===== config.mk =====
export PLATFORM = sky130hd
export DESIGN_NAME = seg7_scan_ctrl
export DESIGN_NICKNAME = d
export VERILOG_FILES = /design/src/rtl/seg7_pkg.sv /design/src/rtl/Binary_7Segment.sv /design/src/rtl/seg7_scan_ctrl.sv
export SDC_FILE = /design/constraint.sdc
export NUM_CORES = 1
export LEC_CHECK = 0
export BUFFER_PORTS_ARGS = -buffer_cell sky130_fd_sc_hd__buf_2
export CAP_MARGIN = 20
export CORE_AREA = 8 8 79 81
export CTS_BUF_LIST = sky130_fd_sc_hd__clkbuf_2
export DETAILED_ROUTE_END_ITERATION = 10
export DIE_AREA = 0 0 87 89
export PLACE_DENSITY_LB_ADDON = 0.25
export SYNTH_ARGS = -nofsm -noshare
export SYNTH_HDL_FRONTEND = slang
export SYNTH_SLANG_ARGS = --single-unit

===== constraint.sdc =====
create_clock -name clk -period 7.2 [get_ports clk]
set_input_delay 0.72 -clock clk [delete_from_list [all_inputs] [get_ports clk]]
set_output_delay 0.72 -clock clk [all_outputs]
set_load 0.03 [all_outputs]

===== src/rtl/seg7_pkg.sv =====
// Shared constants for the 7-segment scan controller: FSM state encoding,
// segment patterns (bit6=a ... bit0=g, active-high) and digit-enable idle value.
package seg7_pkg;

    localparam logic [0:0] ST_DRIVE = 1'b0;
    localparam logic [0:0] ST_GAP   = 1'b1;

    localparam logic [6:0] SEG_0     = 7'h7E;
    localparam logic [6:0] SEG_1     = 7'h30;
    localparam logic [6:0] SEG_2     = 7'h6D;
    localparam logic [6:0] SEG_3     = 7'h79;
    localparam logic [6:0] SEG_4     = 7'h33;
    localparam logic [6:0] SEG_5     = 7'h5B;
    localparam logic [6:0] SEG_6     = 7'h5F;
    localparam logic [6:0] SEG_7     = 7'h70;
    localparam logic [6:0] SEG_8     = 7'h7F;
    localparam logic [6:0] SEG_9     = 7'h7B;
    localparam logic [6:0] SEG_BLANK = 7'h00;

    localparam logic [3:0] AN_OFF = 4'hF;

endpackage


===== src/rtl/Binary_7Segment.sv =====
// Combinational BCD to 7-segment decoder; non-BCD nibbles decode to blank.
module Binary_7Segment
    import seg7_pkg::*;
(
    input  logic [3:0] Binary_Num,
    output logic [6:0] Segment
);

    // Table lookup of the segment pattern for one nibble
    always_comb begin
        Segment = SEG_BLANK;
        case (Binary_Num)
            4'd0:    Segment = SEG_0;
            4'd1:    Segment = SEG_1;
            4'd2:    Segment = SEG_2;
            4'd3:    Segment = SEG_3;
            4'd4:    Segment = SEG_4;
            4'd5:    Segment = SEG_5;
            4'd6:    Segment = SEG_6;
            4'd7:    Segment = SEG_7;
            4'd8:    Segment = SEG_8;
            4'd9:    Segment = SEG_9;
            default: Segment = SEG_BLANK;
        endcase
    end

endmodule


===== src/rtl/seg7_scan_ctrl.sv =====
// Four-digit multiplexed 7-segment scanner with a one-deep pending value
// register, frame-synchronous display update and leading-zero blanking.
module seg7_scan_ctrl
    import seg7_pkg::*;
#(
    parameter int unsigned DIV  = 1000,
    parameter int unsigned DEAD = 4
) (
    input  logic        clk,
    input  logic        rst_n,
    input  logic        en,
    input  logic        in_valid,
    input  logic [15:0] in_data,
    output logic        in_ready,
    input  logic        lzb,
    output logic [6:0]  seg,
    output logic [3:0]  an,
    output logic        frame_done
);

    localparam logic [15:0] DIV_LAST  = 16'(DIV - 1);
    localparam logic [15:0] DEAD_LAST = 16'(DEAD - 1);

    logic [0:0]  state_q, state_d;
    logic [15:0] cnt_q, cnt_d;
    logic [1:0]  idx_q, idx_d;
    logic [15:0] disp_q, disp_d;
    logic [15:0] pend_q, pend_d;
    logic        pend_v_q, pend_v_d;
    logic        in_ready_q, in_ready_d;
    logic [6:0]  seg_q, seg_d;
    logic [3:0]  an_q, an_d;
    logic        frame_done_q, frame_done_d;

    logic        frame_end;
    logic        accept;
    logic        blank;
    logic [3:0]  cur_nibble;
    logic [6:0]  dec_seg;

    assign accept     = in_valid && in_ready_q;
    assign cur_nibble = disp_q[{idx_q, 2'b00} +: 4];
    // Digit is a leading zero when it and every higher digit are zero
    assign blank      = lzb && (idx_q != 2'd0) && ((disp_q >> {idx_q, 2'b00}) == 16'h0000);

    Binary_7Segment u_dec (
        .Binary_Num (cur_nibble),
        .Segment    (dec_seg)
    );

    // Scan FSM: DRIVE for DIV cycles, GAP for DEAD cycles, then next digit
    always_comb begin
        state_d   = state_q;
        cnt_d     = cnt_q;
        idx_d     = idx_q;
        frame_end = 1'b0;
        if (!en) begin
            state_d = ST_DRIVE;
            cnt_d   = '0;
            idx_d   = '0;
        end else if (state_q == ST_DRIVE) begin
            if (cnt_q == DIV_LAST) begin
                state_d = ST_GAP;
                cnt_d   = '0;
            end else begin
                cnt_d = cnt_q + 16'd1;
            end
        end else begin
            if (cnt_q == DEAD_LAST) begin
                state_d   = ST_DRIVE;
                cnt_d     = '0;
                idx_d     = idx_q + 2'd1;
                frame_end = (idx_q == 2'd3);
            end else begin
                cnt_d = cnt_q + 16'd1;
            end
        end
    end

    // Pending/display registers; in_ready tracks the next pend_v so it stays registered
    always_comb begin
        disp_d   = disp_q;
        pend_d   = pend_q;
        pend_v_d = pend_v_q;
        if (frame_end && pend_v_q) begin
            disp_d   = pend_q;
            pend_v_d = 1'b0;
        end
        if (accept) begin
            pend_d   = in_data;
            pend_v_d = 1'b1;
        end
        in_ready_d = !pend_v_d;
    end

    // Output stage: drive digit pattern during DRIVE, all off during GAP or when disabled
    always_comb begin
        seg_d        = SEG_BLANK;
        an_d         = AN_OFF;
        frame_done_d = frame_end;
        if (en && state_q == ST_DRIVE) begin
            an_d  = ~(4'b0001 << idx_q);
            seg_d = blank ? SEG_BLANK : dec_seg;
        end
    end

    // State and output registers with asynchronous active-low reset
    always_ff @(posedge clk or negedge rst_n) begin
        if (!rst_n) begin
            state_q      <= ST_DRIVE;
            cnt_q        <= '0;
            idx_q        <= '0;
            disp_q       <= '0;
            pend_q       <= '0;
            pend_v_q     <= 1'b0;
            in_ready_q   <= 1'b1;
            seg_q        <= SEG_BLANK;
            an_q         <= AN_OFF;
            frame_done_q <= 1'b0;
        end else begin
            state_q      <= state_d;
            cnt_q        <= cnt_d;
            idx_q        <= idx_d;
            disp_q       <= disp_d;
            pend_q       <= pend_d;
            pend_v_q     <= pend_v_d;
            in_ready_q   <= in_ready_d;
            seg_q        <= seg_d;
            an_q         <= an_d;
            frame_done_q <= frame_done_d;
        end
    end

    assign seg        = seg_q;
    assign an         = an_q;
    assign frame_done = frame_done_q;
    assign in_ready   = in_ready_q;

endmodule


==> impl_metrics.tcl <==
set metrics [dict create \
    status "finished clean" \
    finalHoldViolations 0 \
    crit_type "flip-flop to flip-flop" \
    synth_edf_count 0 \
    netlist.top_cell.by_area "dfrtp_1" \
    drive_gt1_frac 0.353 \
    cts_made_buffers 9 \
    rsz0062_at_grt "false" \
    yosysSeqAreaShare 0.525 \
    first_global_vias 1908 \
    cts-root-buf "clkbuf_2" \
    layout.cells.non_filler 353 \
    syn_area_mm2 0.00311 \
    fin_nets 309 \
    cpLargestDelayFamily "compound AO/OA/AOI/OAI gates" \
    synthesis.nets 271 \
    worstPathMaxFanout 8 \
    final_cell_mix "dfrtp_1, buf_2, nor2_1, mux2_2, xnor2_1" \
    routabilityCongestion 0.821 \
    io_buffers 33 \
    maxCapViolCount 0 \
    worst-path-buf-inv 1 \
    track_usage 0.149 \
    synth.ff_latch_count 65 \
    cts_tree "built" \
    p_sw_frac 0.247 \
    multi_input_area_mm2 0.00139 \
    cts_resized 0 \
    period_needed_ns 2.67 \
    post-route-drc-count 0 \
    tightest_slew_ns 0.932 \
    p_leak_nw 1.58 \
    async_reset_ff_frac 1.00 \
    p_int_mw 0.457 \
    switchingPower_mw 0.150 \
    synth_top_cell_area_share 0.483 \
    slew_headroom 0.375 \
    end_kind "flip-flop" \
    r2r_slack_ns 4.53 \
    io_pins 34 \
    crit_path_top_delay_cell "a211oi_1" \
    grt_max_degree 66 \
    worstPathCellList "mux4_2 > inv_1 > ha_1 > nand2_1 > a211oi_1 > nor3_1" \
    hold_buffers 0 \
    fin_crit_sh 0.370 \
    r2r_start "idx_q[0]$_DFFE_PN0P_" \
    crit_required_ns 7.52 \
    grt_pass1_wl_mm 8.94 \
    clock_sinks 65 \
    avgViaCountPerCell 5.37 \
    initial_core_util 0.625 \
    final_common_cell "dfrtp_1" \
    ys_warn_count 0 \
    synthTopCellsByArea "dfrtp_1, mux2_2, mux2_4" \
    setup_violations 0 \
    die_x_um 87 \
    crit_path_start_kind "flip-flop" \
    die_h_um 89 \
    power_density_mw_per_mm2 177 \
    combPwrFrac 0.044 \
    synth_cells 240 \
    fillers 346 \
    dp_cells 337 \
    ant_nets 0 \
    vias 1894 \
    yosys.cell_types.count 40 \
    cpPeakStageDelay_ns 0.74 \
    pwr-share-seq 0.611 \
    grt-ovfl-total 0 \
    finalMaxSlewViolations 0 \
    fp.dieArea_mm2 0.00774 \
    seq_area_mm2 0.00163 \
    ctsLongestPathBuffers 2 \
    rows 26 \
    wl_per_cell_um 15.3 \
    utilization 0.689 \
    clkPwrFrac 0.345 \
    ctsHtreeMaxLevel 3 \
    cts.clk_slew.worst_paths_ns 0.18 \
    ys.flop_type "dfrtp_1" \
    antenna_found_initial 0 \
    syn_to_final_growth_pct 10.2 \
    dp_hpwl_mm 3.81 \
    hold_path_class "primary input to async pin" \
    r2r_end "seg[5]$_DFF_PN0_" \
    syn_area_per_cell_um2 13.0 \
    clk_latency_ns 0.48 \
    arrival_ns 2.98 \
    max_freq_ghz 0.375 \
    reg2regPathDepth 6 \
    post-cts-setup-buffers 0 \
    power.total_mw 0.607 \
    drt-total-wl_mm 5.40 \
    first_pass_iters 4 \
    n_antenna_cell 0 \
    coreArea_mm2 0.00498 \
    ir_drop_mv 0.127 \
    finalSetupTns_ns 0 \
    skew_ns 0.0285 \
    drt_iter0_markers 109 \
]
## synthesized netlist by cell type (2+ instances only)
master / count
xor2_1: 2
nor4_1: 7
nand2_1: 12
ha_1: 10
mux2i_1: 3
or3_1: 2
nand2b_1: 2
nor3_1: 6
nor2b_1: 2
dfstp_2: 5
or2_2: 2
nand4_1: 2
nor4b_4: 2
nor2_1: 23
dfrtp_1: 60
mux2_4: 10
and2_1: 2
a211oi_1: 4
mux2_2: 22
o21ai_0: 5
buf_2: 4
xnor2_1: 13
mux4_2: 4
nor4b_1: 2
a21oi_1: 4
nand3_1: 6
inv_1: 10
nor4_4: 2
## how the worst max path moves through the flow
stage                         start                to  slack (ns)  depth (start not counted)
3_3_place_gp   idx_q[0]$_DFFE_PN0P_  seg[6]$_DFF_PN0_        4.75                          6
2_1_floorplan  idx_q[0]$_DFFE_PN0P_  seg[6]$_DFF_PN0_        4.93                          7
5_1_grt        idx_q[0]$_DFFE_PN0P_  seg[6]$_DFF_PN0_        4.33                          6
3_5_place_dp   idx_q[0]$_DFFE_PN0P_  seg[5]$_DFF_PN0_        4.59                          6
6_report       idx_q[0]$_DFFE_PN0P_  seg[5]$_DFF_PN0_        4.53                          6
4_1_cts        idx_q[0]$_DFFE_PN0P_  seg[5]$_DFF_PN0_        4.55                          6
## sequential cells by signal, indices dropped and copies added, names as in the netlist, 2 cells and up
name / flops
cnt_q: 16
disp_q: 16
pend_q: 16
seg: 7
an: 4
idx_q: 2
## stage by stage
step	setup slack, ns	cell area (um2)	hold WS, ns
after global routing	4.33	3430	0.410
after CTS	4.55	3430	0.380
final	4.53	3430	0.367
after global placement	4.75	3320	0.443
after detailed placement	4.59	3320	0.453
after floorplan	4.93	3110	0.424
## final cells by class
class	instances	share of cell area
well taps	70	0.0256
inverters	10	0.0110
multi-input cells	158	0.405
flip-flops and latches	65	0.476
clock inverters	6	0.0172
clock buffers	10	0.0146
repair buffers	34	0.0504
## cells by family after synthesis
logic type,share of synthesized area
simple gates,0.149
flops,0.525
mux,0.167
compound gates,0.0483
buf+inv,0.0286
xor+xnor,0.0423
fa+ha+maj,0.0402
## layer usage
| metal | part of all wire | GRT usage | up-vias |
|---|---|---|---|
| met5 | 0 | 0 | - |
| met4 | 0.023 | 0.0829 | 0 |
| met3 | 0.059 | 0.0395 | 14 |
| met2 | 0.45 | 0.226 | 51 |
| met1 | 0.47 | 0.189 | 906 |
| li1 | - | - | 923 |
## power groups by stage
stage,Combinational [mW],Sequential (mW),Clock [mW]
after floorplan,0.00714,0.382,0
after global placement,0.0273,0.377,0
after detailed placement,0.0278,0.377,0
after CTS,0.0280,0.371,0.212
after global routing,0.0308,0.371,0.226
final,0.0270,0.371,0.209
## worst register-to-register path: stages (launching register included)
cell,delay [ns]
dfrtp_1,0.59
mux4_2,0.64
inv_1,0.14
ha_1,0.20
nand2_1,0.06
a211oi_1,0.74
nor3_1,0.13
No activity file was read; power rests on OpenSTA's default activity.
